--- src/rtl/trap_capture_arbiter_pkg.sv ---
// trap_capture_arbiter_pkg: shared FSM encoding and default timing values for the trap capture arbiter
package trap_capture_arbiter_pkg;
   typedef enum logic [1:0] {IDLE, HOLD, RELEASE, COOLDOWN} state_t;
   localparam int DEFAULT_FRAMES_PER_SECOND = 60;
   localparam int DEFAULT_HOLD_SECONDS      = 5;
   localparam int DEFAULT_COOLDOWN_SECONDS  = 2;
endpackage

--- src/rtl/rr_priority_select.sv ---
// rr_priority_select: picks the first requester at or above ptr, wrapping modulo N
module rr_priority_select #(
   parameter int N = 4
) (
   input  logic [N-1:0] req,
   input  logic [2:0]   ptr,
   output logic         valid,
   output logic [2:0]   index
);
   logic [N-1:0] rot;
   // rotate so bit 0 is the requester at ptr, then scan downward so the lowest offset wins
   always_comb begin
      rot = N'({req, req} >> ptr);
      valid = 1'b0;
      index = 3'd0;
      for (int i = N - 1; i >= 0; i--) begin
         if (rot[i]) begin
            valid = 1'b1;
            index = 3'((int'(ptr) + i) % N);
         end
      end
   end
endmodule

--- src/rtl/trap_capture_arbiter.sv ---
// trap_capture_arbiter: grants the ball to one trap, counts down the hold, then locks out new captures
module trap_capture_arbiter
   import trap_capture_arbiter_pkg::*;
#(
   parameter int NUM_TRAPS         = 4,
   parameter int FRAMES_PER_SECOND = DEFAULT_FRAMES_PER_SECOND,
   parameter int HOLD_SECONDS      = DEFAULT_HOLD_SECONDS,
   parameter int COOLDOWN_SECONDS  = DEFAULT_COOLDOWN_SECONDS
) (
   input  logic                 clk,
   input  logic                 resetN,
   input  logic                 startOfFrame,
   input  logic                 reset_level_pulse,
   input  logic                 pause,
   input  logic [NUM_TRAPS-1:0] collisionBallTrap,
   output logic                 controlledByTrap,
   output logic [2:0]           grantIndex,
   output logic [3:0]           countDownNumber,
   output logic                 releasePulse,
   output logic [NUM_TRAPS-1:0] trapEnable
);
   localparam int COOL_FRAMES = COOLDOWN_SECONDS * FRAMES_PER_SECOND;
   localparam int CW = $clog2(COOL_FRAMES + 1);
   localparam int HW = $clog2(FRAMES_PER_SECOND + 1);
   localparam int FW = (CW > 6) ? ((CW > HW) ? CW : HW) : ((HW > 6) ? HW : 6);
   localparam logic [FW-1:0] HOLD_LAST = FW'(FRAMES_PER_SECOND - 1);
   localparam logic [FW-1:0] COOL_LAST = FW'(COOL_FRAMES - 1);

   state_t        state;
   logic [2:0]    rr_ptr;
   logic [FW-1:0] frame_cnt;
   logic          hit_valid;
   logic [2:0]    hit_index;
   logic          frame_tick;

   assign frame_tick = startOfFrame & ~pause;

   rr_priority_select #(.N(NUM_TRAPS)) u_select (
      .req   (trapEnable & collisionBallTrap),
      .ptr   (rr_ptr),
      .valid (hit_valid),
      .index (hit_index)
   );

   // capture / hold / release / cooldown sequencing; a level restart overrides everything like a reset
   always_ff @(posedge clk) begin
      if (!resetN || reset_level_pulse) begin
         state            <= IDLE;
         rr_ptr           <= 3'd0;
         frame_cnt        <= '0;
         controlledByTrap <= 1'b0;
         grantIndex       <= 3'd0;
         countDownNumber  <= 4'd0;
         releasePulse     <= 1'b0;
         trapEnable       <= '1;
      end else begin
         case (state)
            IDLE: if (hit_valid) begin
               state            <= HOLD;
               controlledByTrap <= 1'b1;
               grantIndex       <= hit_index;
               rr_ptr           <= (hit_index == 3'(NUM_TRAPS - 1)) ? 3'd0 : hit_index + 3'd1;
               countDownNumber  <= 4'(HOLD_SECONDS);
               frame_cnt        <= '0;
               trapEnable       <= '0;
            end
            HOLD: if (frame_tick) begin
               if (frame_cnt == HOLD_LAST) begin
                  frame_cnt       <= '0;
                  countDownNumber <= countDownNumber - 4'd1;
                  if (countDownNumber == 4'd1) begin
                     state            <= RELEASE;
                     releasePulse     <= 1'b1;
                     controlledByTrap <= 1'b0;
                  end
               end else begin
                  frame_cnt <= frame_cnt + FW'(1);
               end
            end
            RELEASE: begin
               releasePulse <= 1'b0;
               frame_cnt    <= '0;
               state        <= (COOLDOWN_SECONDS == 0) ? IDLE : COOLDOWN;
               trapEnable   <= {NUM_TRAPS{COOLDOWN_SECONDS == 0}};
            end
            COOLDOWN: if (frame_tick) begin
               if (frame_cnt == COOL_LAST) begin
                  state      <= IDLE;
                  frame_cnt  <= '0;
                  trapEnable <= '1;
               end else begin
                  frame_cnt <= frame_cnt + FW'(1);
               end
            end
            default: state <= IDLE;
         endcase
      end
   end
endmodule

--- config.mk ---
export PLATFORM = sky130hd
export DESIGN_NAME = trap_capture_arbiter
export DESIGN_NICKNAME = d
export VERILOG_FILES = /design/src/rtl/trap_capture_arbiter_pkg.sv /design/src/rtl/rr_priority_select.sv /design/src/rtl/trap_capture_arbiter.sv
export SDC_FILE = /design/constraint.sdc
export NUM_CORES = 1
export LEC_CHECK = 0
export BUFFER_PORTS_ARGS = -buffer_cell sky130_fd_sc_hd__buf_2
export CORE_UTILIZATION = 50
export CTS_CLUSTER_DIAMETER = 60
export CTS_CLUSTER_SIZE = 16
export DETAILED_ROUTE_END_ITERATION = 7
export PLACE_DENSITY = 0.75
export SLEW_MARGIN = 20
export SYNTH_ARGS = -nofsm -noshare
export SYNTH_HDL_FRONTEND = slang
export SYNTH_SLANG_ARGS = --single-unit
--- constraint.sdc ---
create_clock -name clk -period 1.7 [get_ports clk]
set_input_delay 0.17 -clock clk [delete_from_list [all_inputs] [get_ports clk]]
set_output_delay 0.17 -clock clk [all_outputs]
set_load 0.1 [all_outputs]
* Yosys cells after proc, flatten, opt, wreduce, memory -nomap -nowiden
Index checks and enable logic that the tools add are counted.
W data, S select, Z words.
** Word-level totals
- Bits in registers :: 25
- Logic and storage cells :: 89
- Input port bits :: 9
** Cells by class
- Shift-type cells :: 1
- Bitwise logic cells :: 6
- Equality and inequality tests :: 13
- Reductions and logical operators :: 16
- Multiplexer cells :: 39
- Add/subtract/negate cells :: 6
** Operator list (number)
- $mux W7 :: 5
- $pmux W7 S4 :: 1
- $mux W4 :: 6
- $mux W3 :: 5
- $mux W2 :: 6
- $ne A2 B2 Y1 const B :: 6
- $pmux W4 S3 :: 1
- $reduce_and A4 Y1 :: 3
- $mux W1 :: 11
- $pmux W2 S4 :: 1
- $pmux W4 S2 :: 1
- $shr A8 B3 Y4 :: 1
- $add A7 B1 Y7 const B :: 1
- $eq A7 B6 Y1 const B :: 1
- $eq A7 B7 Y1 const B :: 1
- $reduce_and A6 Y1 :: 1
- $reduce_or A2 Y1 :: 3
- $reduce_and A5 Y1 :: 1
- $add A2 B2 Y2 const B :: 2
- $and A4 B4 Y4 :: 1
- $eq A2 B2 Y1 const B :: 2
- $eq A4 B1 Y1 const B :: 1
- $pmux W1 S2 :: 2
- $reduce_bool A2 Y1 :: 2
- 14 further kinds :: 16

* Longest topological paths before layout
- Word-level depth :: 9
- Depth in mapped cells :: 9
- Mapped depth without buffers :: 8

* Modules after synthesis
Synthesis repeated with hierarchy kept, for this count alone.
** Second synthesis, totals
- Cells, all modules :: 193
- Area, all modules :: 1544.0 sq um
** By module, submodules not included
- trap_capture_arbiter :: times used 1, cells each 158, seq. area each 440.4 sq um, area each 1318.8 sq um
- rr_priority_select :: times used 1, cells each 35, seq. area each 0.0 sq um, area each 225.2 sq um

* Worst setup path before layout
No wires, ideal clock.
- Kind :: register -> register
- Start point :: register trapEnable[2]
- End point :: register rr_ptr[1]
- Path slack :: -0.736 ns
- Cell stages (with the launch flop) :: 8
- Required time :: 1.572 ns
- Data arrival time :: 2.308 ns
- Cell sequence :: dfxtp_1 -> buf_2 -> a21boi_0 -> a311o_1 -> a21oi_1 -> ha_1 -> mux2i_1 -> nor2_1
** Between the ends
- Longest elaborated chain between the ends :: 8
- Elaborated cells between the ends (all ways) :: 14
** Ends and longest elaborated chain
- start: declaration :: RTL line trap_capture_arbiter.sv:20 : output logic [NUM_TRAPS-1:0] trapEnable
- start signal: assignment :: RTL line trap_capture_arbiter.sv:84 : trapEnable <= {NUM_TRAPS{COOLDOWN_SECONDS == 0}};
- $and A4 B4 Y4 * :: RTL line trap_capture_arbiter.sv:39 : .req (trapEnable & collisionBallTrap),
- $shr A8 B3 Y4 * :: RTL line rr_priority_select.sv:13 : rot = N'({req, req} >> ptr);
- $mux W3 (3 in a row) :: RTL line rr_priority_select.sv:17 : if (rot[i]) begin
- $mux W3 * :: RTL line rr_priority_select.sv:17
- named net hit_index[1] :: RTL line trap_capture_arbiter.sv:33 : logic [2:0] hit_index;
- $add A3 B1 Y3 / $eq A3 B2 Y1 (equally long branches) :: RTL line trap_capture_arbiter.sv:62 : rr_ptr <= (hit_index == 3'(NUM_TRAPS - 1)) ? 3'd0 : hit_index + 3'd1;
- $mux W3 * :: RTL line trap_capture_arbiter.sv:62
- end signal: assignment :: RTL line trap_capture_arbiter.sv:62
- end: declaration :: RTL line trap_capture_arbiter.sv:30 : logic [2:0] rr_ptr;
The timed path passes the listed nets; every way through them passes the cells marked *.
A chain may end at the register's enable or synchronous reset.

* Final worst setup path
- Start point :: register countDownNumber[1]
- End point :: register state[0]
** Between the ends
- Longest elaborated chain between the ends :: 3
** Ends and longest elaborated chain
- start: declaration :: RTL line trap_capture_arbiter.sv:18 : output logic [3:0] countDownNumber,
- start signal: assignment :: RTL line trap_capture_arbiter.sv:63 : countDownNumber <= 4'(HOLD_SECONDS);
- start signal: assignment :: RTL line trap_capture_arbiter.sv:70 : countDownNumber <= countDownNumber - 4'd1;
- $eq A4 B1 Y1 :: RTL line trap_capture_arbiter.sv:71 : if (countDownNumber == 4'd1) begin
- $ne A2 B2 Y1 (no source line)
- $reduce_and A6 Y1 (no source line)
- end signal: assignment :: RTL line trap_capture_arbiter.sv:83 : state <= (COOLDOWN_SECONDS == 0) ? IDLE : COOLDOWN;
- end: declaration :: RTL line trap_capture_arbiter.sv:29 : state_t state;
No other way between the ends.

==> reports/results.txt <==
Final core occ -> 74.5%
Failing checks -> negative setup slack
Fraction of layout cells with a size suffix above 1 -> 50.0%
Mapped Nets -> 171
Final non-filler cell area -> 0.00186 mm^2
Ys async rst share -> 0%
Critical path, cell by cell -> inv_4, ha_4, or3b_4, o41ai_4, nand3_4, nor3_4, a211oi_2
Mapped cell area -> 0.00134 mm^2
VDD IR max -> 0.000734 V
Sequential share of power -> 36.5%
Pwr Density -> 768 mW/mm^2
Average wire per standard cell -> 17.7 um
CTS tree -> yes
Total GRT Usage -> 25.6%
Nets -> 213
PortBufs -> 20
Final Wtd Congestion -> 0.733
DR vias -> 1340
Die ar. -> 0.00289 mm^2
First-pass GRT wire length -> 5360 um
DRC viols -> 0
Fin. Hold Viols -> 0
Psw -> 585 uW
Final setup vio count -> 5
Library cells used by synthesis -> 51
Area leader, netlist -> dfxtp_1
Largest net degree at the start of global routing -> 12
Fmax achieved -> 0.563 GHz
Final min period -> 1.78 ns
Grt ovf -> 0
Max Slew Vio Count -> 0
CTS Root Cell -> clkbuf_4
Crit. End Element -> register
Area post-placement -> 0.00156 mm^2
Syn Inst Count -> 153
Final wirelength -> 3960 um
RSZ-0062 raised after global routing -> yes
Slew margin rel. -> 62.5%
H-tree lvl count -> 1
CTS buffer count -> 3
Pre-CTS setup slack -> -0.111 ns
Critical Path RT -> 1.89 ns
Drt first pass iters -> 4
Largest cells by area after synthesis -> dfxtp_1 (30%), ha_1 (8.4%), a21oi_1 (3.7%)
Hold WC Path Type -> in -> reg
Clk_skew -> 0.0103 ns
Clock slew at reported path FFs -> 0.12 ns
Comb pwr share -> 43.3%
Initial Util -> 53.6%
Starting DRT DRC Count -> 35
Yosys warnings -> 0
Clk Latency, worst-skew pair -> 0.31 ns
EDFF count, synth -> 0
HPWL after DPL -> 2310 um
Clock buffer depth -> 2
Yosys top cell area share -> 29.9%
Synth Area per Inst -> 8.76 um^2
Synthesized flop and latch total -> 20
Hold_buf cts -> 0
N_diodes -> 0
CP max-delay cell -> or3b_4
Most common cell after layout, fill and taps aside -> buf_4
Outcome -> finished, violations left
Initial antenna violation count -> 0
Die W -> 53.8 um
WP data arrival -> 1.97 ns
Die height -> 53.8 um
Max Cap Violations -> 0
Ports -> 22
WS Path Type -> reg -> reg
Rows -> 18
Final period utilization -> 104%
Antenna-violating nets left -> 0
Main synth FF type -> dfxtp_1
Core box area -> 0.00250 mm^2
Area growth syn-to-layout -> 39.0%
Vias in the first global route -> 1216
Cell-internal power -> 845 uW
CP max stage delay -> 0.39 ns
CTS Sinks -> 20
Slew @ Worst Pin -> 0.563 ns
Final WS setup -> -0.0753 ns
Crit-path max FO -> 4
Sw frac -> 40.9%
CP startpoint kind -> register
Commonest non-fill, non-tap cells in the layout -> buf_4 (23), buf_2 (22), nor2_1 (11), inv_1 (8), a21oi_1 (8)
Register area share after synthesis -> 29.9%
Routed vias/inst -> 5.98
Clock group share of total power -> 20.3%
Leakage power figure -> 0.789 nW
==> flip-flops by register name (all words and copies together), names as in the netlist <==
name and count:
rr_ptr 2, trapEnable 1, grantIndex 2, countDownNumber 4, controlledByTrap 1, frame_cnt 7
state 2, releasePulse 1
==> cell families after synthesis <==
family	count (synthesis)	synth area share (%)
and+or+nand+nor	57	25.3
AOI/OAI and AO/OA	35	21.9
buffers and inverters	21	7.38
DFF	20	29.9
adders and majority gates	9	8.40
xor gates and xnor gates	6	3.92
muxes	4	2.99
other	1	0.280
==> final timing paths <==
check | to | slack, ns | startpoint | cells past startpoint
setup reg to reg | state[0] | -0.08 | countDownNumber[1] | 7
hold reg to reg | controlledByTrap | 0.46 | controlledByTrap | 2
hold / removal | trapEnable[2] | 0.26 | reset_level_pulse | 4
setup / recovery | state[0] | -0.08 | countDownNumber[1] | 7
==> final cells by class <==
type | count | area [um^2]
clock buffers | 4 | 36.3
fillers | 175 | 637
inverters | 11 | 43.8
multi-input cells | 112 | 1010
flip-flops and latches | 20 | 432
well taps | 30 | 37.5
repair buffers | 47 | 305
==> metrics by stage <==
| step | hold slack [ns] | setup TNS, ns | cells | power [mW] |
|---|---|---|---|---|
| after floorplan | 0.455 | -0.252 | 153 | 0.935 |
| after global placement | 0.447 | 0 | 205 | 1.02 |
| after detailed placement | 0.448 | -0.230 | 205 | 1.04 |
| after CTS | 0.243 | 0 | 218 | 1.34 |
| after global routing | 0.273 | -0.778 | 224 | 1.49 |
| final | 0.261 | -0.203 | 224 | 1.43 |
==> critical path: cells and delay by family, from the launching register on <==
family	cells	cell delay [ns]
simple gates	3	0.75
flops	1	0.37
compound gates	2	0.37
fa+ha+maj	1	0.10
buf+inv	1	0.06
==> synth_stat cells (all sizes together), types with 5 or more instances <==
| cell type | count |
|---|---|
| nor3 | 5 |
| o21ai | 5 |
| nand2 | 9 |
| inv | 11 |
| ha | 9 |
| dfxtp | 20 |
| nor2 | 12 |
| nand3 | 7 |
| nand2b | 7 |
| buf | 7 |
| a21oi | 10 |
==> power by group through the flow <==
stage / sequential (mW) / combinational, mW / clock, mW
CTS: 0.523 / 0.534 / 0.282
finish: 0.521 / 0.619 / 0.290
floorplan: 0.626 / 0.308 / 0
global placement: 0.531 / 0.485 / 0
detailed placement: 0.533 / 0.503 / 0
global route: 0.525 / 0.655 / 0.309
==> layer usage <==
metal	GRT usage, %	vias up	part of all wire, %
met3	5.08	16	4.6
li1	-	630	-
met1	28.7	646	40
met2	44.7	48	52
met4	14.5	0	3.1
met5	0	-	0
==> repair_timing <==
action,in CTS,in global routing
pin swaps,3,12
cloned,0,1
buffers inserted,9,5
endpoints found under the setup margin,6,17
resized for setup,13,28
hold endpoints to repair,0,0
Note: power is estimated with default switching activity, not from simulation.
